`config.mk`:
```
export PLATFORM = sky130hd
export DESIGN_NAME = sargantana_icache_ram_ctrl_flat
export DESIGN_NICKNAME = d
export VERILOG_FILES = /design/src/rtl/sargantana_icache_ram_ctrl_if.sv /design/src/rtl/sargantana_icache_ram_ctrl.sv /design/src/flat_wrapper.sv
export SDC_FILE = /design/constraint.sdc
export NUM_CORES = 1
export LEC_CHECK = 0
export ABC_AREA = 1
export ABC_CLOCK_PERIOD_IN_PS = 1400
export BUFFER_PORTS_ARGS = -buffer_cell sky130_fd_sc_hd__buf_2
export CORE_AREA = 2 2 508 510
export DETAILED_ROUTE_END_ITERATION = 6
export DIE_AREA = 0 0 510 512
export GPL_ROUTABILITY_DRIVEN = 0
export PLACE_DENSITY_LB_ADDON = 0.05
export SETUP_SLACK_MARGIN = 0.4
export SLEW_MARGIN = 30
export SYNTH_ARGS = -nofsm -noshare
export SYNTH_HDL_FRONTEND = slang
export SYNTH_SLANG_ARGS = --single-unit
```
`constraint.sdc`:
```
create_clock -name clk_i -period 1.4 [get_ports clk_i]
set_input_delay 0.14 -clock clk_i [delete_from_list [all_inputs] [get_ports clk_i]]
set_output_delay 0.14 -clock clk_i [all_outputs]
set_load 0.005 [all_outputs]
```
`src/rtl/sargantana_icache_ram_ctrl_if.sv`:
```
// Bundle of fetch-side, refill-side and RAM-side signals around the icache RAM controller.
// The controller takes the slave modport; the environment (fetch, refill, RAMs) takes master.
interface sargantana_icache_ram_ctrl_if #(
  parameter int N_WAYS = 4,
  parameter int ADDR_W = 6,
  parameter int DATA_W = 128
);
  logic                       flush_i;
  logic                       busy_o;
  logic                       lookup_valid_i;
  logic                       lookup_ready_o;
  logic [ADDR_W-1:0]          lookup_addr_i;
  logic                       refill_valid_i;
  logic                       refill_ready_o;
  logic [N_WAYS-1:0]          refill_way_i;
  logic [ADDR_W-1:0]          refill_addr_i;
  logic [DATA_W-1:0]          refill_data_i;
  logic [N_WAYS-1:0]          ram_req_o;
  logic                       ram_we_o;
  logic [ADDR_W-1:0]          ram_addr_o;
  logic [DATA_W-1:0]          ram_data_o;
  logic [N_WAYS*DATA_W-1:0]   ram_data_i;
  logic                       rd_valid_o;
  logic [N_WAYS*DATA_W-1:0]   rd_data_o;

  modport slave (
    input  flush_i, lookup_valid_i, lookup_addr_i, refill_valid_i,
           refill_way_i, refill_addr_i, refill_data_i, ram_data_i,
    output busy_o, lookup_ready_o, refill_ready_o, ram_req_o, ram_we_o,
           ram_addr_o, ram_data_o, rd_valid_o, rd_data_o
  );

  modport master (
    output flush_i, lookup_valid_i, lookup_addr_i, refill_valid_i,
           refill_way_i, refill_addr_i, refill_data_i, ram_data_i,
    input  busy_o, lookup_ready_o, refill_ready_o, ram_req_o, ram_we_o,
           ram_addr_o, ram_data_o, rd_valid_o, rd_data_o
  );
endinterface

```
`src/rtl/sargantana_icache_ram_ctrl.sv`:
```
// Icache set-RAM access controller: invalidation sweeps, refill writes and lookup reads
// arbitrated onto one shared RAM port, with a read-valid aligned to the 1-cycle RAM latency.
module sargantana_icache_ram_ctrl #(
  parameter int N_WAYS = 4,
  parameter int ADDR_W = 6,
  parameter int DATA_W = 128
) (
  input  logic                      clk_i,
  input  logic                      rst_i,
  sargantana_icache_ram_ctrl_if.slave bus
);

  typedef enum logic [1:0] {
    INIT  = 2'd0,
    IDLE  = 2'd1,
    FLUSH = 2'd2
  } state_e;

  state_e              r_state;
  state_e              w_state_nxt;
  logic [ADDR_W-1:0]   r_cnt;
  logic [ADDR_W-1:0]   w_cnt_nxt;
  logic                r_rd_valid;
  logic                w_lookup_hs;
  logic                w_busy;
  logic                w_lookup_ready;
  logic                w_refill_ready;
  logic [N_WAYS-1:0]   w_ram_req;
  logic                w_ram_we;
  logic [ADDR_W-1:0]   w_ram_addr;
  logic [DATA_W-1:0]   w_ram_data;

  // State, sweep counter and read-valid registers
  always_ff @(posedge clk_i) begin
    if (rst_i) begin
      r_state    <= INIT;
      r_cnt      <= '0;
      r_rd_valid <= 1'b0;
    end else begin
      r_state    <= w_state_nxt;
      r_cnt      <= w_cnt_nxt;
      r_rd_valid <= w_lookup_hs;
    end
  end

  // Next-state, arbitration and RAM port decode
  always_comb begin
    w_state_nxt    = r_state;
    w_cnt_nxt      = r_cnt;
    w_busy         = 1'b0;
    w_lookup_ready = 1'b0;
    w_refill_ready = 1'b0;
    w_ram_req      = '0;
    w_ram_we       = 1'b0;
    w_ram_addr     = '0;
    w_ram_data     = '0;
    case (r_state)
      INIT, FLUSH: begin
        // Sweep writes zero to every set of every way; flush requests are ignored here
        w_busy     = 1'b1;
        w_ram_req  = '1;
        w_ram_we   = 1'b1;
        w_ram_addr = r_cnt;
        if (r_cnt == {ADDR_W{1'b1}}) begin
          w_state_nxt = IDLE;
          w_cnt_nxt   = '0;
        end else begin
          w_cnt_nxt = r_cnt + ADDR_W'(1);
        end
      end
      IDLE: begin
        if (bus.flush_i) begin
          w_state_nxt = FLUSH;
          w_cnt_nxt   = '0;
        end else begin
          w_refill_ready = 1'b1;
          w_lookup_ready = ~bus.refill_valid_i;
          if (bus.refill_valid_i) begin
            // Way select forwarded as-is, even if upstream breaks one-hotness
            w_ram_req  = bus.refill_way_i;
            w_ram_we   = 1'b1;
            w_ram_addr = bus.refill_addr_i;
            w_ram_data = bus.refill_data_i;
          end else if (bus.lookup_valid_i) begin
            w_ram_req  = '1;
            w_ram_addr = bus.lookup_addr_i;
          end else begin
            w_ram_req = '0;
          end
        end
      end
      default: begin
        w_state_nxt = INIT;
        w_cnt_nxt   = '0;
      end
    endcase
  end

  assign w_lookup_hs = bus.lookup_valid_i & w_lookup_ready;

  assign bus.busy_o         = w_busy;
  assign bus.lookup_ready_o = w_lookup_ready;
  assign bus.refill_ready_o = w_refill_ready;
  assign bus.ram_req_o      = w_ram_req;
  assign bus.ram_we_o       = w_ram_we;
  assign bus.ram_addr_o     = w_ram_addr;
  assign bus.ram_data_o     = w_ram_data;
  assign bus.rd_valid_o     = r_rd_valid;
  assign bus.rd_data_o      = bus.ram_data_i;

endmodule

```
`src/flat_wrapper.sv`:
```
// flat-port wrapper written by rule: the top's interface ports become plain ports
module sargantana_icache_ram_ctrl_flat 
#(
  parameter int N_WAYS = 4,
  parameter int ADDR_W = 6,
  parameter int DATA_W = 128
)
  (clk_i, rst_i, bus_flush_i, bus_lookup_valid_i, bus_lookup_addr_i, bus_refill_valid_i, bus_refill_way_i, bus_refill_addr_i, bus_refill_data_i, bus_ram_data_i, bus_busy_o, bus_lookup_ready_o, bus_refill_ready_o, bus_ram_req_o, bus_ram_we_o, bus_ram_addr_o, bus_ram_data_o, bus_rd_valid_o, bus_rd_data_o);
  sargantana_icache_ram_ctrl_if #(.N_WAYS(N_WAYS), .ADDR_W(ADDR_W), .DATA_W(DATA_W)) bus_i ();
  input  logic clk_i;
  input  logic rst_i;
  input wire logic [$bits(bus_i.flush_i)-1:0] bus_flush_i;
  input wire logic [$bits(bus_i.lookup_valid_i)-1:0] bus_lookup_valid_i;
  input wire logic [$bits(bus_i.lookup_addr_i)-1:0] bus_lookup_addr_i;
  input wire logic [$bits(bus_i.refill_valid_i)-1:0] bus_refill_valid_i;
  input wire logic [$bits(bus_i.refill_way_i)-1:0] bus_refill_way_i;
  input wire logic [$bits(bus_i.refill_addr_i)-1:0] bus_refill_addr_i;
  input wire logic [$bits(bus_i.refill_data_i)-1:0] bus_refill_data_i;
  input wire logic [$bits(bus_i.ram_data_i)-1:0] bus_ram_data_i;
  output wire logic [$bits(bus_i.busy_o)-1:0] bus_busy_o;
  output wire logic [$bits(bus_i.lookup_ready_o)-1:0] bus_lookup_ready_o;
  output wire logic [$bits(bus_i.refill_ready_o)-1:0] bus_refill_ready_o;
  output wire logic [$bits(bus_i.ram_req_o)-1:0] bus_ram_req_o;
  output wire logic [$bits(bus_i.ram_we_o)-1:0] bus_ram_we_o;
  output wire logic [$bits(bus_i.ram_addr_o)-1:0] bus_ram_addr_o;
  output wire logic [$bits(bus_i.ram_data_o)-1:0] bus_ram_data_o;
  output wire logic [$bits(bus_i.rd_valid_o)-1:0] bus_rd_valid_o;
  output wire logic [$bits(bus_i.rd_data_o)-1:0] bus_rd_data_o;
  assign bus_i.flush_i = bus_flush_i;
  assign bus_i.lookup_valid_i = bus_lookup_valid_i;
  assign bus_i.lookup_addr_i = bus_lookup_addr_i;
  assign bus_i.refill_valid_i = bus_refill_valid_i;
  assign bus_i.refill_way_i = bus_refill_way_i;
  assign bus_i.refill_addr_i = bus_refill_addr_i;
  assign bus_i.refill_data_i = bus_refill_data_i;
  assign bus_i.ram_data_i = bus_ram_data_i;
  assign bus_busy_o = bus_i.busy_o;
  assign bus_lookup_ready_o = bus_i.lookup_ready_o;
  assign bus_refill_ready_o = bus_i.refill_ready_o;
  assign bus_ram_req_o = bus_i.ram_req_o;
  assign bus_ram_we_o = bus_i.ram_we_o;
  assign bus_ram_addr_o = bus_i.ram_addr_o;
  assign bus_ram_data_o = bus_i.ram_data_o;
  assign bus_rd_valid_o = bus_i.rd_valid_o;
  assign bus_rd_data_o = bus_i.rd_data_o;
  sargantana_icache_ram_ctrl #(.N_WAYS(N_WAYS), .ADDR_W(ADDR_W), .DATA_W(DATA_W)) u_core (.clk_i(clk_i), .rst_i(rst_i), .bus(bus_i));
endmodule
```
### Yosys cells after proc, flatten, opt, wreduce, memory -nomap -nowiden

Cells that the tools add are included.

| storage, ports and cells | value |
|---|---|
| flip-flop bits (word level) | 9 |
| bits in latches | 0 |
| bits in writable memories | 0 |
| bits in read-only memories | 0 |
| input port bits | 661 |
| output and inout bits | 655 |
| logic and storage cells | 39 |
| memories | 0 |

| cells by class | value |
|---|---|
| add/sub/neg operators | 1 |
| multipliers | 0 |
| divide/modulo/power cells | 0 |
| magnitude comparators | 0 |
| eq/ne operators | 5 |
| shift operators | 0 |
| multiplexer cells | 25 |
| bitwise operators | 2 |
| reductions and logical operators | 3 |

Operators by type and width:

| operator | number |
|---|---|
| 128-bit 2-to-1 mux | 3 |
| 6-bit 2-to-1 mux | 5 |
| 6-bit case mux with 2 select lines | 2 |
| 4-bit 2-to-1 mux | 3 |
| 4-bit case mux with 2 select lines | 1 |
| 1-bit 2-to-1 mux | 7 |
| 6-bit by 1-bit adder with 6-bit output (second input constant) | 1 |
| 6-bit == test (second input constant) | 1 |
| 2-bit 2-to-1 mux | 2 |
| 2-bit case mux with 2 select lines | 1 |
| 2-bit by 1-bit == test with 1-bit output (second input constant) | 1 |
| 2-bit == test (second input constant) | 1 |
| 2-bit zero test | 1 |
| 2-bit by 1-bit inequality test with 1-bit output (second input constant) | 1 |
| 2-bit inequality test (second input constant) | 1 |
| 1-bit case mux with 2 select lines | 1 |
| 2-bit AND reduction | 1 |
| 2-bit OR reduction | 1 |
| 1-bit AND | 1 |
| 1-bit inverter | 1 |

### Logic depth before layout (Yosys ltp)

| depth | value |
|---|---|
| word-level depth | 4 |
| depth in mapped cells | 8 |
| gate-level depth less buffers | 8 |

### Least setup slack after synthesis

No wires, ideal clock.

| path | value |
|---|---|
| kind | flip-flop to output port |
| start point | register u_core.r_state[0] |
| end point | output port bus_ram_data_o[118] |
| arrival | 1.196 ns |
| required time | 1.260 ns |
| path slack | 0.064 ns |
| cell stages (with the launch flop) | 9 |
| path buffers | 2 |
| cells stage by stage | dfxtp_1 -> inv_2 -> nor2_4 -> nand2_4 -> nor2_4 -> inv_2 -> buf_2 -> buf_6 -> nor2_1 |

| between the ends | value |
|---|---|
| word-level cells in the longest chain between the ends | 2 |

Ends and longest elaborated chain:

| item | RTL line | text |
|---|---|---|
| from (decl) | sargantana_icache_ram_ctrl.sv:19 | `state_e r_state;` |
| from (signal assigned) | sargantana_icache_ram_ctrl.sv:40 | `r_state <= w_state_nxt;` |
| 2-bit by 1-bit == test with 1-bit output | sargantana_icache_ram_ctrl.sv:57 | `case (r_state)` |
| 128-bit 2-to-1 mux | sargantana_icache_ram_ctrl.sv:57 |  |
| to (decl) | flat_wrapper.sv:26 | `output wire logic [$bits(bus_i.ram_data_o)-1:0] bus_ram_data_o;` |

No other way between the ends.

### Final worst setup path

| path | value |
|---|---|
| start point | register u_core.r_state[0] |
| end point | output port bus_ram_data_o[61] |

Same word-level chain as after synthesis.

==> run summary <==
GRT Overall Usage: 0.07413
Ys async rst share: 0
Critical-path cell list: inv_2 > nor2_4 > nand2_4 > nor2_4 > inv_6 > buf_12 > buf_4 > nor2_4 > buf_2
Top-count cell post-synth: buf_4
Top post-synthesis cells by area: buf_4 (70%), inv_1 (9.5%), nor2_1 (9.1%), dfxtp_1 (3.3%), nand2_1 (2.7%)
Number of synthesized register bits: 9
Routed vias/inst: 1.164
Maximum vdd drop: 0.2850 mV
Setup CP Type: reg -> out
Slew Viols, Final: 0
Crit path DAT: 1.71 ns
Worst slew pin tran: 0.4912 ns
Largest net degree at the start of global routing: 31
Vias in the first global route: 5131
Post-Syn Area per Cell: 6.219 um2
YS warnings: 0
Core area: 255800 um2
CP peak stage delay: 0.34 ns
Mapped Cells: 886
Drt total wl: 101900 um
# H-tree levels: 1
Critical path capture point type: primary output
Design Area, Final: 8112 um2
Die height: 512 um
Share of the synthesized area in the top cell type: 0.6989
Die width: 510 um
CTS tree: built
Number of enable flip-flop cells after synthesis: 0
Initial antenna violation count: 102
Largest area contributor in the netlist: buf_4
Post-DR wirelength/cell: 24.87 um
Max Clock Freq: 0.5394 GHz
Clk Latency, worst-skew pair: 0.25 ns
TNS Setup: -45.61 ns
Final hold violations: 0
Non-Filler Instances: 4096
Rel. slew slack: 0.6711
Drt first pass iters: 4
Run status: finished with violations
Crit-path max FO: 27
Clk buf depth: 2
DRT iter0 DRCs: 184
Delay-heaviest family, CP: buffers and inverters
DR vias: 4768
DP Area: 7684 um2
Synthesized cell area: 5510 um2
Clock Pin Slew Worst Setup and Hold Paths: 0.05 ns
Sink Count: 9
Post-DP HPWL: 97760 um
Ys flop type: dfxtp_1
Minimum setup slack in the final design: -0.4538 ns
Violated checks: setup timing
Netlist cell types: 19
I/O Buffers: 291
Net count, final: 1356
RSZ-0062 raised after global routing: true
Hold Path Class: in -> reg
Pwr Density: 166.3 nW/um2
Worst Path Buf+Inv: 5
Startpoint Class: register
CP required: 1.26 ns
Placed Cells incl. Taps: 4071
Global route overflow: 0
Clock skew after layout: 0.009369 ns
CP max stage cell: dfxtp_4
Fin crit share: 1.324
Register area share after synthesis: 0.03270
Number of buffers created by CTS: 3
Final setup vio count: 141
Area Overhead vs Synth: 47.21%
Initial Utilization: 0.02154
Antenna-violating nets left: 0
Die area: 261100 um2
Syn nets: 1548
Commonest cells post-synth: buf_4 (513), inv_1 (140), nor2_1 (134)
First-pass GRT wire length: 113300 um
Max-cap violations: 0
Worst slack at placement: -0.4161 ns
Rows: 186
Share of post-route cells with drive strength above 1: 0.5628
Static Leak: 2.862 nW
DRC Markers: 0
Most used cell, CP: nor2_4
Ports: 1316
Minimum clock period: 1.854 ns
Clock Root Buffer: clkbuf_16
power by group:
part | internal [W] | leakage, nW | switching (W)
Clock | 0.000385 | 0.0383 | 0.000169
Combinational | 0.000202 | 2.75 | 0.000319
Sequential | 0.000262 | 0.0751 | 0.0000114
worst paths after layout:
| kind | startpoint | end | slack [ns] | depth (start not counted) |
|---|---|---|---|---|
| setup / recovery | u_core.r_state[0]$_SDFFE_PP0P_ | bus_ram_data_o[61] | -0.45 | 9 |
| hold / removal | bus_lookup_valid_i | u_core.bus.rd_valid_o$_SDFF_PP0_ | 0.17 | 3 |
| setup reg to reg | u_core.r_state[0]$_SDFFE_PP0P_ | u_core.r_cnt[1]$_SDFFE_PP0N_ | 0.06 | 8 |
| hold reg to reg | u_core.r_cnt[0]$_SDFFE_PP0N_ | u_core.r_cnt[0]$_SDFFE_PP0N_ | 0.51 | 2 |
per-stage QoR:
| stage | total power, W | hold slack [ns] | util |
|---|---|---|---|
| 4_1_cts | 0.001434 | 0.1737 | 0.03139 |
| 5_1_grt | 0.001462 | 0.2049 | 0.03164 |
| 6_report | 0.001349 | 0.1726 | 0.03172 |
| 2_1_floorplan | 0.001565 | 0.1994 | - |
| 3_5_place_dp | 0.0008454 | 0.2800 | 0.03004 |
| 3_3_place_gp | 0.0008552 | 0.2800 | 0.03004 |
repair_timing:
action                     4_1_cts  5_1_grt
pin swaps                        7        6
buffers inserted                 2        0
setup endpoints to repair      151      151
gates resized for setup         86       13
hold buffers                     0        0
area by class of cell:
| cell class | instances | area, um2 |
|---|---|---|
| Antenna cell | 19 | 47.55 |
| Clock buffer | 4 | 78.83 |
| Fill cell | 30600 | 247700 |
| Inverter | 142 | 540.5 |
| Multi-Input combinational cell | 206 | 1026 |
| Sequential cell | 9 | 191.4 |
| Tap cell | 3384 | 4234 |
| Timing Repair Buffer | 332 | 1993 |
cell usage in the layout (no fill, tap or decap), drive strengths merged:
cell    Yosys  layout
o211ai      5       5
nor3        1       1
clkbuf      2       4
dfxtp       9       9
inv       142     142
ha          1       1
a21oi       7       7
nand2      40      40
nor2      136     136
diode       0      19
nor4        1       1
nand4       1       1
nand3      13      13
o21ai       1       1
buf       527     332
state kept, by name, indices dropped and copies added (netlist names):
| register | cells |
|---|---|
| u_core.r_cnt | 6 |
| u_core.r_state | 2 |
| u_core.bus.rd_valid_o | 1 |
per-layer routing:
metal | vias up | part of all wire | GRT usage
li1 | 1674 | - | -
met1 | 1816 | 0.19 | 0.04268
met2 | 862 | 0.39 | 0.1033
met3 | 336 | 0.36 | 0.1224
met4 | 80 | 0.053 | 0.03167
met5 | - | 0.0066 | 0.004444
worst reg2reg max path, delay by kind of cell, from the launching register on:
family	cells	cell delay, ns
compound gates	1	0.11
simple gates	2	0.19
flops	1	0.34
buf+inv	5	0.63
cells by family (layout without fill, tap and decap cells):
kind of cell,Yosys count,count (layout),synth area share
buffers and inverters,671,478,0.8120
other,0,19,0
and+or+nand+nor,192,192,0.1390
adders and majority gates,1,1,0.002270
AOI/OAI and AO/OA,13,13,0.01408
DFF,9,9,0.03270
Power figures use the tool's default switching activity.
